--- src/rtl/trigger_pkg.sv ---
// Shared constants for the Sdtrig trigger CSR file: addresses, trigger types, bit positions.
// TRIGGER_ICOUNT_EN selects whether icount (type 3) triggers are supported.
package trigger_pkg;

  localparam logic [11:0] CSR_TSELECT  = 12'h7A0;
  localparam logic [11:0] CSR_TDATA1   = 12'h7A1;
  localparam logic [11:0] CSR_TDATA2   = 12'h7A2;
  localparam logic [11:0] CSR_TDATA3   = 12'h7A3;
  localparam logic [11:0] CSR_TINFO    = 12'h7A4;
  localparam logic [11:0] CSR_TCONTROL = 12'h7A5;
  localparam logic [11:0] CSR_MCONTEXT = 12'h7A8;

  typedef enum logic [3:0] {
    TT_MCONTROL  = 4'd2,
    TT_ICOUNT    = 4'd3,
    TT_ITRIGGER  = 4'd4,
    TT_ETRIGGER  = 4'd5,
    TT_MCONTROL6 = 4'd6,
    TT_TMEXT     = 4'd7
  } trig_type_e;

  localparam int HIT_MCONTROL  = 20;
  localparam int HIT_MCONTROL6 = 22;
  localparam int HIT_ICOUNT    = 24;
  localparam int HIT_OTHER     = 26;

  localparam int TDATA1_DMODE = 27;
  localparam int ICOUNT_LSB   = 10;
  localparam int ICOUNT_MSB   = 23;
  localparam int ICOUNT_W     = ICOUNT_MSB - ICOUNT_LSB + 1;
  localparam int ICOUNT_M     = 9;

  localparam int TCONTROL_MTE  = 3;
  localparam int TCONTROL_MPTE = 7;

  localparam logic [31:0] TDATA1_RESET = 32'h2000_0000;

`ifdef TRIGGER_ICOUNT_EN
  localparam logic [31:0] TINFO_VALUE      = 32'h0000_00FC;
  localparam bit          ICOUNT_SUPPORTED = 1'b1;
`else
  localparam logic [31:0] TINFO_VALUE      = 32'h0000_00F4;
  localparam bit          ICOUNT_SUPPORTED = 1'b0;
`endif

  // Type 0 (no trigger) is a legal value to park a trigger in.
  function automatic logic type_supported(input logic [3:0] t);
    case (t)
      4'd0, TT_MCONTROL, TT_ITRIGGER, TT_ETRIGGER, TT_MCONTROL6, TT_TMEXT: return 1'b1;
      TT_ICOUNT: return ICOUNT_SUPPORTED;
      default:   return 1'b0;
    endcase
  endfunction

  function automatic logic [31:0] hit_mask(input logic [3:0] t);
    case (t)
      TT_MCONTROL:                      return 32'h1 << HIT_MCONTROL;
      TT_MCONTROL6:                     return 32'h1 << HIT_MCONTROL6;
      TT_ICOUNT:                        return 32'h1 << HIT_ICOUNT;
      TT_ITRIGGER, TT_ETRIGGER, TT_TMEXT: return 32'h1 << HIT_OTHER;
      default:                          return 32'h0;
    endcase
  endfunction

endpackage

--- src/rtl/trigger_icount_ctr.sv ---
// Next-value logic for the count field of one icount trigger.
// The tdata1 register itself lives in trigger_csr_file; this block decides what its count field becomes.
module trigger_icount_ctr
  import trigger_pkg::*;
(
  input  logic [3:0]          trig_type,
  input  logic                m_en,
  input  logic                count_en,
  input  logic                hold,
  input  logic                load,
  input  logic [ICOUNT_W-1:0] load_value,
  input  logic [ICOUNT_W-1:0] count,
  output logic [ICOUNT_W-1:0] next_count
);

  // A CSR load beats everything; a hit-bit set in the same cycle holds the count.
  always_comb begin
    next_count = count;
    if (load) begin
      next_count = load_value;
    end else if (!hold && (trig_type == TT_ICOUNT) && m_en && count_en && (count != '0)) begin
      next_count = count - ICOUNT_W'(1);
    end
  end

endmodule

--- src/rtl/trigger_csr_file.sv ---
// Sdtrig CSR state and sequential trigger state (hit bits, icount, tcontrol MTE/MPTE).
// Build option: TRIGGER_ICOUNT_EN adds icount (type 3) trigger support.
module trigger_csr_file
  import trigger_pkg::*;
#(
  parameter int NUM_TRIGGERS = 4
) (
  input  logic                    clk,
  input  logic                    rst,
  input  logic [11:0]             csr_addr,
  input  logic                    csr_we,
  input  logic [31:0]             csr_wdata,
  output logic [31:0]             csr_rdata,
  output logic                    csr_hit,
  input  logic                    debug_mode,
  input  logic                    trap_taken,
  input  logic                    mret,
  input  logic                    instruction_retired,
  input  logic [NUM_TRIGGERS-1:0] trig_hit,
  output logic [1:0]              tselect,
  output logic [31:0]             tdata1 [NUM_TRIGGERS],
  output logic [31:0]             tdata2 [NUM_TRIGGERS],
  output logic [31:0]             tdata3 [NUM_TRIGGERS],
  output logic [31:0]             tcontrol,
  output logic [31:0]             mcontext,
  output logic [31:0]             icount_counter [NUM_TRIGGERS]
);

  logic                    mte;
  logic                    mpte;
  logic                    sel_locked;
  logic [31:0]             tdata1_legal;
  logic [31:0]             tdata1_next [NUM_TRIGGERS];
  logic [NUM_TRIGGERS-1:0] wr_tdata1;
  logic [NUM_TRIGGERS-1:0] wr_tdata2;
  logic [NUM_TRIGGERS-1:0] wr_tdata3;
  logic                    wr_tselect;
  logic                    wr_tcontrol;
  logic                    wr_mcontext;

  always_comb begin
    tcontrol                = '0;
    tcontrol[TCONTROL_MTE]  = mte;
    tcontrol[TCONTROL_MPTE] = mpte;
  end

  // A trigger owned by Debug Mode cannot be touched from M-mode.
  assign sel_locked  = tdata1[tselect][TDATA1_DMODE] && !debug_mode;
  assign wr_tselect  = csr_we && (csr_addr == CSR_TSELECT);
  assign wr_tcontrol = csr_we && (csr_addr == CSR_TCONTROL);
  assign wr_mcontext = csr_we && (csr_addr == CSR_MCONTEXT);

  always_comb begin
    for (int i = 0; i < NUM_TRIGGERS; i++) begin
      wr_tdata1[i] = csr_we && (csr_addr == CSR_TDATA1) && (tselect == 2'(i)) && !sel_locked;
      wr_tdata2[i] = csr_we && (csr_addr == CSR_TDATA2) && (tselect == 2'(i)) && !sel_locked;
      wr_tdata3[i] = csr_we && (csr_addr == CSR_TDATA3) && (tselect == 2'(i)) && !sel_locked;
    end
  end

  always_comb begin
    tdata1_legal = csr_wdata;
    if (!debug_mode) begin
      tdata1_legal[TDATA1_DMODE] = 1'b0;
    end
    if (!type_supported(tdata1_legal[31:28])) begin
      tdata1_legal = '0;
    end
  end

`ifdef TRIGGER_ICOUNT_EN
  logic [ICOUNT_W-1:0] icount_next [NUM_TRIGGERS];
  logic                count_en;

  assign count_en = instruction_retired && mte && !debug_mode;

  for (genvar g = 0; g < NUM_TRIGGERS; g++) begin : g_icount
    trigger_icount_ctr u_ctr (
      .trig_type  (tdata1[g][31:28]),
      .m_en       (tdata1[g][ICOUNT_M]),
      .count_en   (count_en),
      .hold       (trig_hit[g]),
      .load       (wr_tdata1[g]),
      .load_value (tdata1_legal[ICOUNT_MSB:ICOUNT_LSB]),
      .count      (tdata1[g][ICOUNT_MSB:ICOUNT_LSB]),
      .next_count (icount_next[g])
    );
  end

  always_comb begin
    for (int i = 0; i < NUM_TRIGGERS; i++) begin
      icount_counter[i] = (tdata1[i][31:28] == TT_ICOUNT) ?
                          32'(tdata1[i][ICOUNT_MSB:ICOUNT_LSB]) : '0;
    end
  end
`else
  logic unused_retired;
  assign unused_retired = instruction_retired;

  always_comb begin
    for (int i = 0; i < NUM_TRIGGERS; i++) begin
      icount_counter[i] = '0;
    end
  end
`endif

  // Write beats hit-bit set, which beats the icount decrement.
  always_comb begin
    for (int i = 0; i < NUM_TRIGGERS; i++) begin
      tdata1_next[i] = tdata1[i];
`ifdef TRIGGER_ICOUNT_EN
      tdata1_next[i][ICOUNT_MSB:ICOUNT_LSB] = icount_next[i];
`endif
      if (wr_tdata1[i]) begin
        tdata1_next[i] = tdata1_legal;
      end else if (trig_hit[i]) begin
        tdata1_next[i] = tdata1_next[i] | hit_mask(tdata1[i][31:28]);
      end
    end
  end

  always_ff @(posedge clk) begin
    if (rst) begin
      tselect  <= '0;
      mte      <= 1'b0;
      mpte     <= 1'b0;
      mcontext <= '0;
      for (int i = 0; i < NUM_TRIGGERS; i++) begin
        tdata1[i] <= TDATA1_RESET;
        tdata2[i] <= '0;
        tdata3[i] <= '0;
      end
    end else begin
      if (wr_tselect && (csr_wdata < 32'(NUM_TRIGGERS))) begin
        tselect <= csr_wdata[1:0];
      end
      for (int i = 0; i < NUM_TRIGGERS; i++) begin
        tdata1[i] <= tdata1_next[i];
        if (wr_tdata2[i]) tdata2[i] <= csr_wdata;
        if (wr_tdata3[i]) tdata3[i] <= csr_wdata;
      end
      // A trap blocks a simultaneous MRET even when Debug Mode suppresses the save.
      if (wr_tcontrol) begin
        mte  <= csr_wdata[TCONTROL_MTE];
        mpte <= csr_wdata[TCONTROL_MPTE];
      end else if (trap_taken) begin
        if (!debug_mode) begin
          mpte <= mte;
          mte  <= 1'b0;
        end
      end else if (mret) begin
        mte <= mpte;
      end
      if (wr_mcontext) begin
        mcontext <= csr_wdata;
      end
    end
  end

  always_comb begin
    csr_rdata = '0;
    csr_hit   = 1'b1;
    case (csr_addr)
      CSR_TSELECT:  csr_rdata = {30'b0, tselect};
      CSR_TDATA1:   csr_rdata = tdata1[tselect];
      CSR_TDATA2:   csr_rdata = tdata2[tselect];
      CSR_TDATA3:   csr_rdata = tdata3[tselect];
      CSR_TINFO:    csr_rdata = TINFO_VALUE;
      CSR_TCONTROL: csr_rdata = tcontrol;
      CSR_MCONTEXT: csr_rdata = mcontext;
      default:      csr_hit   = 1'b0;
    endcase
  end

endmodule

--- config.mk ---
export PLATFORM = sky130hd
export DESIGN_NAME = trigger_csr_file
export DESIGN_NICKNAME = d
export VERILOG_FILES = /design/src/rtl/trigger_pkg.sv /design/src/rtl/trigger_icount_ctr.sv /design/src/rtl/trigger_csr_file.sv
export SDC_FILE = /design/constraint.sdc
export NUM_CORES = 1
export LEC_CHECK = 0
export ABC_AREA = 0
export CAP_MARGIN = 20
export CORE_MARGIN = 3
export CORE_UTILIZATION = 33
export CTS_BUF_LIST = sky130_fd_sc_hd__clkbuf_8
export CTS_CLUSTER_DIAMETER = 150
export DETAILED_ROUTE_END_ITERATION = 6
export PLACE_DENSITY_LB_ADDON = 0.12
export SLEW_MARGIN = 40
export SYNTH_ARGS = -nofsm -noshare
export SYNTH_HDL_FRONTEND = slang
export SYNTH_SLANG_ARGS = --single-unit
--- constraint.sdc ---
create_clock -name clk -period 4.7 [get_ports clk]
set_input_delay 1.175 -clock clk [delete_from_list [all_inputs] [get_ports clk]]
set_output_delay 1.175 -clock clk [all_outputs]
set_load 0.01 [all_outputs]
==> impl.org <==
** Timing
- Setup slack closes at 24.9 ps.
- Clock period minus final worst setup slack :: 4680 ps
- Across the routed clock network, the largest skew measured is 30.7 ps.
- Post-Route Setup TNS :: 0 ps
- Fin. max-slew vios :: 0
- Worst relative slew slack :: 45.1%
- Share of the clock period used by the worst path :: 99.5%
- Slew at the pin closest to its max-slew limit :: 823 ps
- Derived from the worst setup path, the maximum achievable clock frequency is 214 MHz.
- Final-report setup violation count :: 0
- The count of final hold-check violations came to 0.
- Setup repair after global routing could not meet its margin everywhere.

** GRT
- Maximum number of pins on one net before global-route repair :: 108
- GRT Resource Usage Total :: 25.2%
- For this run the aggregate overflow at the end of global routing stands at 0.
- The initial antenna violation count was 3.
- The first global-routing pass estimated 125000 um of wire.
- The via count of the first global-routing pass was 17004.

** Floorplanning
- Die footprint :: 67200 um^2
- CORE AREA :: 63300 um^2
- Top Ports :: 666
- Cell row count :: 92
- Chip height :: 259 um
- The initial utilization of the core area, before any placement, comes to 33.4%.
- Die width :: 259 um

** Drt
- Using the TritonRoute via totals, the vias-per-cell ratio works out to 4.98.
- In this run, the number of DRC markers left after iteration 0 of detailed routing was 1020.
- For this run, design rule violations remaining after detail routing come to 0.
- Summing over every cut layer, the via total after detailed routing is 16967.
- Antenna Violating Nets Remaining :: 0
- For this run, the detailed router's first-pass iteration total came to 5.
- Average wire length per cell after detail routing :: 25.8 um
- Sum of routed wire length over all layers :: 87900 um

** Clocking
- Clock slew seen by the registers of the worst setup and hold paths :: 50 ps
- The later pin in the worst-skew pair is clocked with a latency of 670 ps.
- Counting every sink on the clock net gives 420.
- In this run the clock root is driven by a clkbuf_8.
- Counting along the longest clock path gives a buffer depth of 3.
- Hold repair after CTS inserted 0 buffers.
- The H-tree generated during clock tree synthesis spans 3 levels.
- Clock tree from TritonCTS :: built
- Counting the buffers created by CTS gives 78.

** Power and ir drop
- IR analysis of the VDD net gives a maximum drop of 0.142 mV.
- Areal power density over the cells :: 264 nW/um^2
- Cell leakage power :: 11.6 nW

** Placed design
- Once detailed placement completed, the half-perimeter wirelength came to 63800 um.
- The placed instances occupy a cell area of 26700 um^2.
- Number of I/O port buffers :: 506
- Prior to clock tree synthesis, the placed netlist has a worst setup slack of -62.5 ps.
- Final GP Congestion :: 0.894

** Logic synthesis
- Post-Syn Area :: 21200 um^2
- Synthesis produced a netlist whose cell count is 2026.
- Leading cell types by total area after synthesis :: dfxtp_1 (40%), mux2i_1 (18%), nand2b_1 (12%)
- In this run, synthesis produced a sequential element count of 420.
- In the synthesized netlist the async set-or-reset flop fraction comes to 0%.
- Unique cell type count in the Yosys netlist :: 59
- Counting flops with a built-in enable in the synthesized netlist gives 0.
- The Yosys step of the flow raised 0 warnings.
- The biggest area contributor in the post-synthesis netlist is dfxtp_1.
- After synthesis, flip-flops and latches occupy 39.7% of the total area.
- Averaged over all synthesized cells, the footprint is 10.4 um^2.
- Top cell type's share of synthesized area :: 39.7%
- For this run, the leading register cell type out of synthesis is dfxtp_1.

** Critical path
- Sort of element at the end of the critical path :: primary output
- At the worst endpoint, the arrival time is 3500 ps.
- The worst setup path is launched from an input pin.
- The critical path in this run is classified as input pin to primary output.
- Largest fanout of any net on the critical path :: 18
- At the worst endpoint, the required time is 3520 ps.

** Layout
- The top cell types in the final layout, fill and taps aside, are clkdlybuf4s50_1 (504), dfxtp_1 (418), nand2b_1 (392), mux2i_1 (378), conb_1 (158).
- Final Instance Area :: 28300 um^2
- Fraction of final layout cells with drive strength greater than 1 :: 12.3%
- The library cell used most frequently in the layout, excluding fill and tap cells, is clkdlybuf4s50_1.
- Final nets :: 2565
- At the end of the flow the core is filled with cells to 44.8%.
- Layout area overhead :: 33.9%

** Job
- Max-cap violations in this run came to 0.

** Status
- The run finished with clean final reports.

** Worst hold path
- Path class of the lowest-slack min-delay path :: register to register
==> final cells by class <==
cell class                 count  area, um^2
fill                        6070       35000
inverter                      35         131
clock inverter                36         225
antenna                        4        10.0
sequential                   420        8420
timing repair buffer         583        5910
clock buffer                  94        1290
multi-input combinational   1392       11300
tap                          846        1060
==> routing by layer <==
layer	share of wire (%)	wire, um	up-vias	GRT usage, %
met5	0	0	-	0
met4	3.0	2600	0	7.21
met3	7.4	6480	117	7.21
met2	46	40800	645	40.6
met1	43	38000	8555	32.9
li1	-	-	7650	-
==> worst paths after layout <==
check	from	end	slack, ps	cells past startpoint
worst max-delay path	csr_addr[1]	csr_rdata[20]	20	8
worst min-delay path	mcontext[21]	mcontext[21]	470	2
worst max register to register	tselect[1]	tdata3[19]	1780	6
worst min register to register	mcontext[21]	mcontext[21]	470	2
==> synthesized netlist by cell type (13+ instances only) <==
cell type,instances
o221ai_1,26
a22oi_1,25
a21oi_1,53
buf_4,183
nor2_1,15
buf_2,35
dfxtp_1,420
clkbuf_1,77
nand3_1,14
buf_1,38
inv_1,34
nand2_1,120
nor2b_1,13
mux4_2,96
nand2b_1,392
mux2i_1,378
==> cells by family after synthesis <==
logic type,synth area share [%]
other cells,0.0177
mux,28.5
flops,39.7
simple gates,17.4
compound gates,4.23
buf+inv,10.1
==> power breakdown <==
group | total (W) | internal [W] | switching (W)
Clock | 0.00354 | 0.00191 | 0.00162
Sequential | 0.00357 | 0.00356 | 0.00000287
Combinational | 0.000390 | 0.000140 | 0.000250
Total | 0.00749 | 0.00562 | 0.00188
==> registers in the layout, summed over array words and instances (netlist names) <==
signal    count
tdata2      128
tdata1      128
mte           1
mpte          1
tdata3      128
mcontext     32
tselect       2
==> worst max-delay path, stage by stage <==
cell and delay (ps):
clkdlybuf4s50_1 480, nor4b_1 340, buf_4 180, nand3_2 110, buf_12 190, buf_4 190, o221ai_1 210, clkdlybuf4s50_1 590
==> metrics by stage <==
stage                     hold WS (ps)  instances  total power (W)
after floorplan                    488       2183          0.00396
after global placement             456       3270          0.00402
after detailed placement           465       3270          0.00402
after CTS                          471       3400          0.00757
after global routing               489       3408          0.00776
final                              470       3410          0.00749
==> repair_timing <==
item | 4_1_cts | 5_1_grt
resized for setup | 5 | 2
cloned | 0 | 1
setup buffers | 0 | 5
pin swaps | 0 | 1
setup endpoints to repair | 5 | 22
Note: power is estimated with default switching activity, not from simulation.
